--- src/rtl/rv32i_types.sv ---
// Shared RV32I datapath types plus the instruction-cache line geometry and FSM encoding.
package rv32i_types;

    typedef logic [31:0]  rv32i_word;
    typedef logic [255:0] rv32i_line;

    localparam int LINE_OFFSET_BITS = 5;
    localparam int WORD_SEL_MSB     = 4;

    typedef enum logic [1:0] {
        IDLE,
        FILL,
        RESPOND
    } icache_state_e;

endpackage

--- src/rtl/icache_if.sv ---
// Fetch-side word port and physical-memory line port of the instruction cache.
interface icache_if;
    import rv32i_types::*;

    logic      read_a;
    rv32i_word address_a;
    rv32i_word rdata_a;
    logic      resp_a;
    logic      pmem_read;
    rv32i_word pmem_address;
    rv32i_line pmem_rdata;
    logic      pmem_resp;

    modport slave (
        input  read_a, address_a, pmem_rdata, pmem_resp,
        output rdata_a, resp_a, pmem_read, pmem_address
    );

    modport master (
        output read_a, address_a, pmem_rdata, pmem_resp,
        input  rdata_a, resp_a, pmem_read, pmem_address
    );
endinterface

--- src/rtl/icache_array.sv ---
// Direct-mapped valid/tag/line storage: combinational read by index, synchronous write on load.
module icache_array
    import rv32i_types::*;
#(
    parameter int S_INDEX = 3
) (
    input  logic                                 clk,
    input  logic                                 reset,
    input  logic [S_INDEX-1:0]                   index,
    input  logic                                 load,
    input  logic [31-LINE_OFFSET_BITS-S_INDEX:0] tag_in,
    input  rv32i_line                            line_in,
    output logic                                 valid,
    output logic [31-LINE_OFFSET_BITS-S_INDEX:0] tag_out,
    output rv32i_line                            line_out
);
    localparam int SETS = 2 ** S_INDEX;

    logic [SETS-1:0]                        valid_q;
    logic [31-LINE_OFFSET_BITS-S_INDEX:0]   tag_q  [SETS];
    rv32i_line                              line_q [SETS];

    always_ff @(posedge clk) begin
        if (reset) begin
            valid_q <= '0;
        end else if (load) begin
            valid_q[index] <= 1'b1;
        end
    end

    // NOTE: tag and data arrays are not reset; the valid bit alone guards them.
    always_ff @(posedge clk) begin
        if (load) begin
            tag_q[index]  <= tag_in;
            line_q[index] <= line_in;
        end
    end

    assign valid    = valid_q[index];
    assign tag_out  = tag_q[index];
    assign line_out = line_q[index];

endmodule

--- src/rtl/icache_responder.sv ---
// Read-only direct-mapped instruction cache: IDLE/FILL/RESPOND FSM, request address register, hit compare, word mux.
module icache_responder
    import rv32i_types::*;
#(
    parameter int S_INDEX = 3
) (
    input  logic     clk,
    input  logic     reset,
    icache_if.slave  bus
);
    localparam int TAG_LSB = LINE_OFFSET_BITS + S_INDEX;

    icache_state_e state;
    logic [31:2]   addr_q;

    logic [S_INDEX-1:0]  index;
    logic [31:TAG_LSB]   tag;
    logic                arr_valid;
    logic [31:TAG_LSB]   arr_tag;
    rv32i_line           arr_line;
    logic                hit;
    logic                load;
    logic [2:0]          word_sel;
    logic [7:0]          bit_base;

    // The request is looked up straight off the bus in IDLE; afterwards only the captured address is used.
    always_comb begin
        if (state == IDLE) begin
            index = bus.address_a[TAG_LSB-1:LINE_OFFSET_BITS];
            tag   = bus.address_a[31:TAG_LSB];
        end else begin
            index = addr_q[TAG_LSB-1:LINE_OFFSET_BITS];
            tag   = addr_q[31:TAG_LSB];
        end
    end

    assign hit  = arr_valid && (arr_tag == tag);
    assign load = (state == FILL) && bus.pmem_resp && !reset;

    icache_array #(.S_INDEX(S_INDEX)) u_array (
        .clk      (clk),
        .reset    (reset),
        .index    (index),
        .load     (load),
        .tag_in   (tag),
        .line_in  (bus.pmem_rdata),
        .valid    (arr_valid),
        .tag_out  (arr_tag),
        .line_out (arr_line)
    );

    // NOTE: all state is updated with non-blocking assignments so every branch sees pre-edge values.
    always_ff @(posedge clk) begin
        if (reset) begin
            state  <= IDLE;
            addr_q <= '0;
        end else begin
            unique case (state)
                IDLE: begin
                    if (bus.read_a) begin
                        addr_q <= bus.address_a[31:2];
                        state  <= hit ? RESPOND : FILL;
                    end
                end
                FILL: begin
                    if (bus.pmem_resp) state <= RESPOND;
                end
                RESPOND: state <= IDLE;
                default: state <= IDLE;
            endcase
        end
    end

    assign word_sel = addr_q[WORD_SEL_MSB:2];
    assign bit_base = {word_sel, 5'b0};

    // A withdrawn request still passes through RESPOND, so the pulse is qualified by read_a.
    assign bus.resp_a       = (state == RESPOND) && bus.read_a;
    assign bus.rdata_a      = bus.resp_a ? arr_line[bit_base +: 32] : '0;
    assign bus.pmem_read    = (state == FILL);
    assign bus.pmem_address = bus.pmem_read ? {addr_q[31:LINE_OFFSET_BITS], {LINE_OFFSET_BITS{1'b0}}} : '0;

endmodule
--- src/flat_wrapper.sv ---
// flat-port wrapper written by rule: the top's interface ports become plain ports
module icache_responder_flat import rv32i_types::*;
#(
    parameter int S_INDEX = 3
)
  (clk, reset, bus_read_a, bus_address_a, bus_pmem_rdata, bus_pmem_resp, bus_rdata_a, bus_resp_a, bus_pmem_read, bus_pmem_address);
  icache_if bus_i ();
  input  logic clk;
  input  logic reset;
  input wire logic [$bits(bus_i.read_a)-1:0] bus_read_a;
  input wire logic [$bits(bus_i.address_a)-1:0] bus_address_a;
  input wire logic [$bits(bus_i.pmem_rdata)-1:0] bus_pmem_rdata;
  input wire logic [$bits(bus_i.pmem_resp)-1:0] bus_pmem_resp;
  output wire logic [$bits(bus_i.rdata_a)-1:0] bus_rdata_a;
  output wire logic [$bits(bus_i.resp_a)-1:0] bus_resp_a;
  output wire logic [$bits(bus_i.pmem_read)-1:0] bus_pmem_read;
  output wire logic [$bits(bus_i.pmem_address)-1:0] bus_pmem_address;
  assign bus_i.read_a = bus_read_a;
  assign bus_i.address_a = bus_address_a;
  assign bus_i.pmem_rdata = bus_pmem_rdata;
  assign bus_i.pmem_resp = bus_pmem_resp;
  assign bus_rdata_a = bus_i.rdata_a;
  assign bus_resp_a = bus_i.resp_a;
  assign bus_pmem_read = bus_i.pmem_read;
  assign bus_pmem_address = bus_i.pmem_address;
  icache_responder #(.S_INDEX(S_INDEX)) u_core (.clk(clk), .reset(reset), .bus(bus_i));
endmodule
--- config.mk ---
export PLATFORM = sky130hd
export DESIGN_NAME = icache_responder_flat
export DESIGN_NICKNAME = d
export VERILOG_FILES = /design/src/rtl/rv32i_types.sv /design/src/rtl/icache_if.sv /design/src/rtl/icache_array.sv /design/src/rtl/icache_responder.sv /design/src/flat_wrapper.sv
export SDC_FILE = /design/constraint.sdc
export NUM_CORES = 2
export LEC_CHECK = 0
export CELL_PAD_IN_SITES_DETAIL_PLACEMENT = 1
export CELL_PAD_IN_SITES_GLOBAL_PLACEMENT = 1
export CORE_AREA = 2 2 415 417
export CTS_BUF_LIST = sky130_fd_sc_hd__clkbuf_16
export DETAILED_ROUTE_END_ITERATION = 8
export DIE_AREA = 0 0 417 419
export PLACE_DENSITY = 0.75
export SYNTH_ARGS = -nofsm -noshare
export SYNTH_HDL_FRONTEND = slang
export SYNTH_SLANG_ARGS = --single-unit
--- constraint.sdc ---
create_clock -name clk -period 20.1 [get_ports clk]
set_input_delay 4.02 -clock clk [delete_from_list [all_inputs] [get_ports clk]]
set_output_delay 4.02 -clock clk [all_outputs]
set_load 0.03 [all_outputs]
==> qor.txt <==
OUTCOME
--------------------------------------------------------------------------------------------------------
Status .................................................................................... complete, no violations

SETUP PATH
--------------------------------------------------------------------------------------------------------
Worst reg-to-reg setup slack ..............................................................     12.97 ns
Worst setup SP type ....................................................................... primary input
Endpoint class of the critical path .......................................................   output pin
WP data required ..........................................................................     16.08 ns
Launch point of the worst reg-to-reg path ................................................. u_core.state[1]$_SDFFE_PP0P_
Critical path class .......................................................................       in2out
Capture instance of the worst register-to-register path ................................... u_core.u_array.line_q[0][177]$_DFFE_PP_
CP arrival ................................................................................      9.87 ns
Top fanout value on the critical path .....................................................           92
Worst r2r path cells ......................................................................           11

TIMING
--------------------------------------------------------------------------------------------------------
Final number of hold-violating endpoints ..................................................            0
Max transition margin .....................................................................       6.381%
Worst clock skew ..........................................................................   0.05271 ns
Clock period minus worst slack ............................................................     13.89 ns
Setup repair after global routing missed its margin .......................................        false
Period Utilization, post-route ............................................................       69.12%
Hold slack final ..........................................................................    0.4670 ns
Count of pins over their slew limit .......................................................            0
Slew at the pin with the worst max-slew slack .............................................     1.387 ns
Timing-limited maximum frequency ..........................................................  0.07198 GHz
Final number of setup-violating endpoints .................................................            0
Setup Total Neg Slack .....................................................................         0 ns

CELLS AND AREA
--------------------------------------------------------------------------------------------------------
Number of filler instances in the final layout ............................................        15680
Share of post-route cells with drive strength above 1 .....................................       7.191%
Most frequent cells in the layout ......................................................... 2240 x edfxtp_1, 937 x nand2_1, 598 x o22ai_1
Most frequent standard cell in the layout excluding fill and tap cells ....................     edfxtp_1
Multi-input combinational cell area .......................................................    16480 µm²
Final layout net count ....................................................................         6279
Sequential cell area in the final layout ..................................................    68080 µm²
Layout area overhead ......................................................................       15.01%

SYNTHESIS
--------------------------------------------------------------------------------------------------------
Cell types with the largest area share after synthesis .................................... edfxtp_1 78%, o22ai_1 4.3%, nand2_1 4.1%
Sequential element share of the synthesized area ..........................................       78.94%
Number of distinct library cells after synthesis ..........................................           59
Area share of the largest cell type after synthesis .......................................       78.01%
Multiplexer area fraction after synthesis .................................................      0.9228%
Number of enable-type register cells in the synthesized netlist ...........................         2240
Cell accounting for the most synthesized area .............................................     edfxtp_1
Dominant combinational cell family by area after synthesis ................................ simple AND/OR/NAND/NOR gates
Cell area after technology mapping ........................................................    86230 µm²
Xor/xnor cell area share of the yosys netlist .............................................      0.2438%
Proportion of synthesized flip-flops having asynchronous set or reset .....................           0%
Adder-cell share of the synthesized area ..................................................           0%
Per-instance average area after synthesis .................................................    15.08 µm²
Synth Area in Simple Gates ................................................................       9.506%
Leading register cell type out of synthesis ...............................................     edfxtp_1
Syn Inst Count ............................................................................         5719
Flop and latch count out of synthesis .....................................................         2280
Synthesized-area fraction occupied by ao, oa, aoi and oai cells ...........................       8.251%
Syn. warnings .............................................................................            0

FLOORPLANNING
--------------------------------------------------------------------------------------------------------
Die outline height ........................................................................       419 µm
Width of the die ..........................................................................       417 µm
Placement Rows ............................................................................          152
Core ar. ..................................................................................   170600 µm²
Initial core utilization ..................................................................       50.55%
IO Pins ...................................................................................          358
Die outline area ..........................................................................   174700 µm²

GLOBAL ROUTING
--------------------------------------------------------------------------------------------------------
Largest net degree at the start of global routing .........................................          155
All-Layer GR Usage ........................................................................       30.01%
GRT Max-Usage Layer .......................................................................         met2
Global-route wire length before repair ....................................................    384900 µm
GR Layer Usage met1 .......................................................................       37.88%
Initial antenna violation count ...........................................................           88
Global Route met3 Usage ...................................................................       5.097%
Global-route met2 utilization .............................................................       50.49%
GRT Residual Overflow .....................................................................            0
Via count of the first global-routing pass ................................................        57140

CLOCK NETWORK
--------------------------------------------------------------------------------------------------------
Total CTS buffers .........................................................................          227
Sink count of the clock tree ..............................................................         2280
Post-CTS clock slew at the launch and capture registers of the worst setup and hold paths .      0.06 ns
TritonCTS clock tree ......................................................................         done
Setup Fix Bufs, Post-CTS ..................................................................            0
Hold-fix buffers, CTS .....................................................................            0
Insertion delay to the later sink of the worst-skew pair ..................................      0.90 ns
Clock root cell ...........................................................................    clkbuf_16
CTS H-Tree Depth ..........................................................................            4
Maximum buffer depth of the clock tree ....................................................            3
Number of gates resized after CTS .........................................................            0

MIN PATH
--------------------------------------------------------------------------------------------------------
Beginning of the worst hold path .......................................................... u_core.addr_q[9]$_SDFFE_PP0P_
HP Class ..................................................................................      reg2reg
Depth of the worst hold-timing path .......................................................            2
Hold endpoint ............................................................................. u_core.addr_q[9]$_SDFFE_PP0P_

ROUTE
--------------------------------------------------------------------------------------------------------
Number of design rule violations left after detail routing ................................            0
Wire per inst .............................................................................     31.41 µm
Post-DR vias/cell .........................................................................        6.444
Total iterations of the first detailed-routing run ........................................            5
ANT nets after route ......................................................................            0
Routed WL .................................................................................    265600 µm
Routed vias ...............................................................................        54500
First DRT Iteration DRCs ..................................................................         5892

PLACED DESIGN
--------------------------------------------------------------------------------------------------------
Post-DP HPWL ..............................................................................    145000 µm
Final GP Congestion .......................................................................       0.7723
Number of buffers inserted by port buffering ..............................................          350

PWR
--------------------------------------------------------------------------------------------------------
Lkg Pwr ...................................................................................     31.75 nW
Maximum ir drop on the vdd rail ...........................................................    0.1050 mV
Net switching power .......................................................................     2.508 mW
Clock network fraction of design power ....................................................        39.7%
Power per standard cell area .............................................................. 103.5 nW/µm²
Final Total Pwr ...........................................................................     10.26 mW
Sequential share of power .................................................................        51.4%
Pint ......................................................................................     7.754 mW
Switching part of the total ...............................................................       24.44%
Part of the power in combinational logic ..................................................         8.9%

FLOW RUN
--------------------------------------------------------------------------------------------------------
Max Cap Violations ........................................................................            0

[synthesized netlist by cell type, types with 16 or more instances]
cell,instances
or3_1,44
o311ai_0,54
and2_1,28
a31oi_1,16
clkbuf_1,214
nand3_1,366
a211oi_1,85
nor3_1,257
nand2_1,937
a21oi_1,77
o22ai_1,598
mux2i_1,75
dfxtp_1,40
and3_1,26
o21ai_0,122
o311a_1,22
nor2_1,43
buf_2,125
inv_1,16
a32oi_1,48
buf_1,65
edfxtp_1,2240
nand4_1,103
xnor2_1,18
[through the flow]
stage	util [%]	instance area, µm²	setup WS (ns)	std cells
4_1_cts	58.06	99040	6.360	8407
6_report	58.13	99170	6.208	8457
3_5_place_dp	53.90	91940	6.393	7991
2_1_floorplan	-	86240	1.998	5723
5_1_grt	58.13	99160	6.242	8453
3_3_place_gp	53.90	91940	6.482	7991
[logic make-up after synthesis]
family / count (synthesis)
buf+inv: 432
compound gates: 1082
simple gates: 1821
other cells: 1
mux: 79
flops: 2280
xor+xnor: 24
[per-layer routing]
layer  part of all wire, %  up-vias  routed length (µm)
met1                    39    28440              102600
li1                      -    23020                   -
met4                   4.5       46               11950
met3                   6.8      526               17950
met2                    50     2468              132800
met5                  0.11        -                 281
[power by group through the flow]
stage	logic [mW]	clock network (mW)	registers (mW)
floorplan	0.495	0	5.38
global placement	0.869	0	5.37
detailed placement	0.901	0	5.37
CTS	0.912	4.10	5.27
global route	0.974	4.27	5.27
finish	0.918	4.07	5.27
[critical path, stage by stage]
cell	delay, ns
clkdlybuf4s50_1	0.49
or3b_1	0.34
buf_4	0.32
nand2_8	0.60
buf_4	0.74
buf_12	0.50
nor3_1	0.14
o21ai_0	0.32
o21ai_0	0.20
a211oi_1	1.12
a211oi_1	0.12
clkdlybuf4s50_1	0.70
[sequential cells by signal, summed over array words and instances (netlist names)]
signal                  cells
u_core.state                2
u_core.u_array.line_q    2048
u_core.addr_q              30
u_core.u_array.tag_q      192
u_core.u_array.valid_q      8
[worst max-delay path by stage]
stage,from,endpoint,slack (ns),depth (start not counted)
2_1_floorplan,bus_address_a[5],u_core.u_array.line_q[1][0]$_DFFE_PP_,2.00,9
3_3_place_gp,bus_address_a[5],bus_rdata_a[29],6.48,12
3_5_place_dp,bus_address_a[5],bus_rdata_a[27],6.39,12
4_1_cts,bus_address_a[5],bus_rdata_a[27],6.36,12
5_1_grt,bus_address_a[5],bus_rdata_a[4],6.24,12
6_report,bus_address_a[5],bus_rdata_a[4],6.21,12
[final cells by class]
class	count	share of cell area [%]
Sequential cell	2280	68.65
Multi-Input combinational cell	3011	16.62
Clock buffer	227	5.728
Timing Repair Buffer	450	4.567
Tap cell	2233	2.817
Clock inverter	189	1.433
Antenna cell	50	0.1262
Inverter	17	0.06435
(Power assumes the default switching activity.)
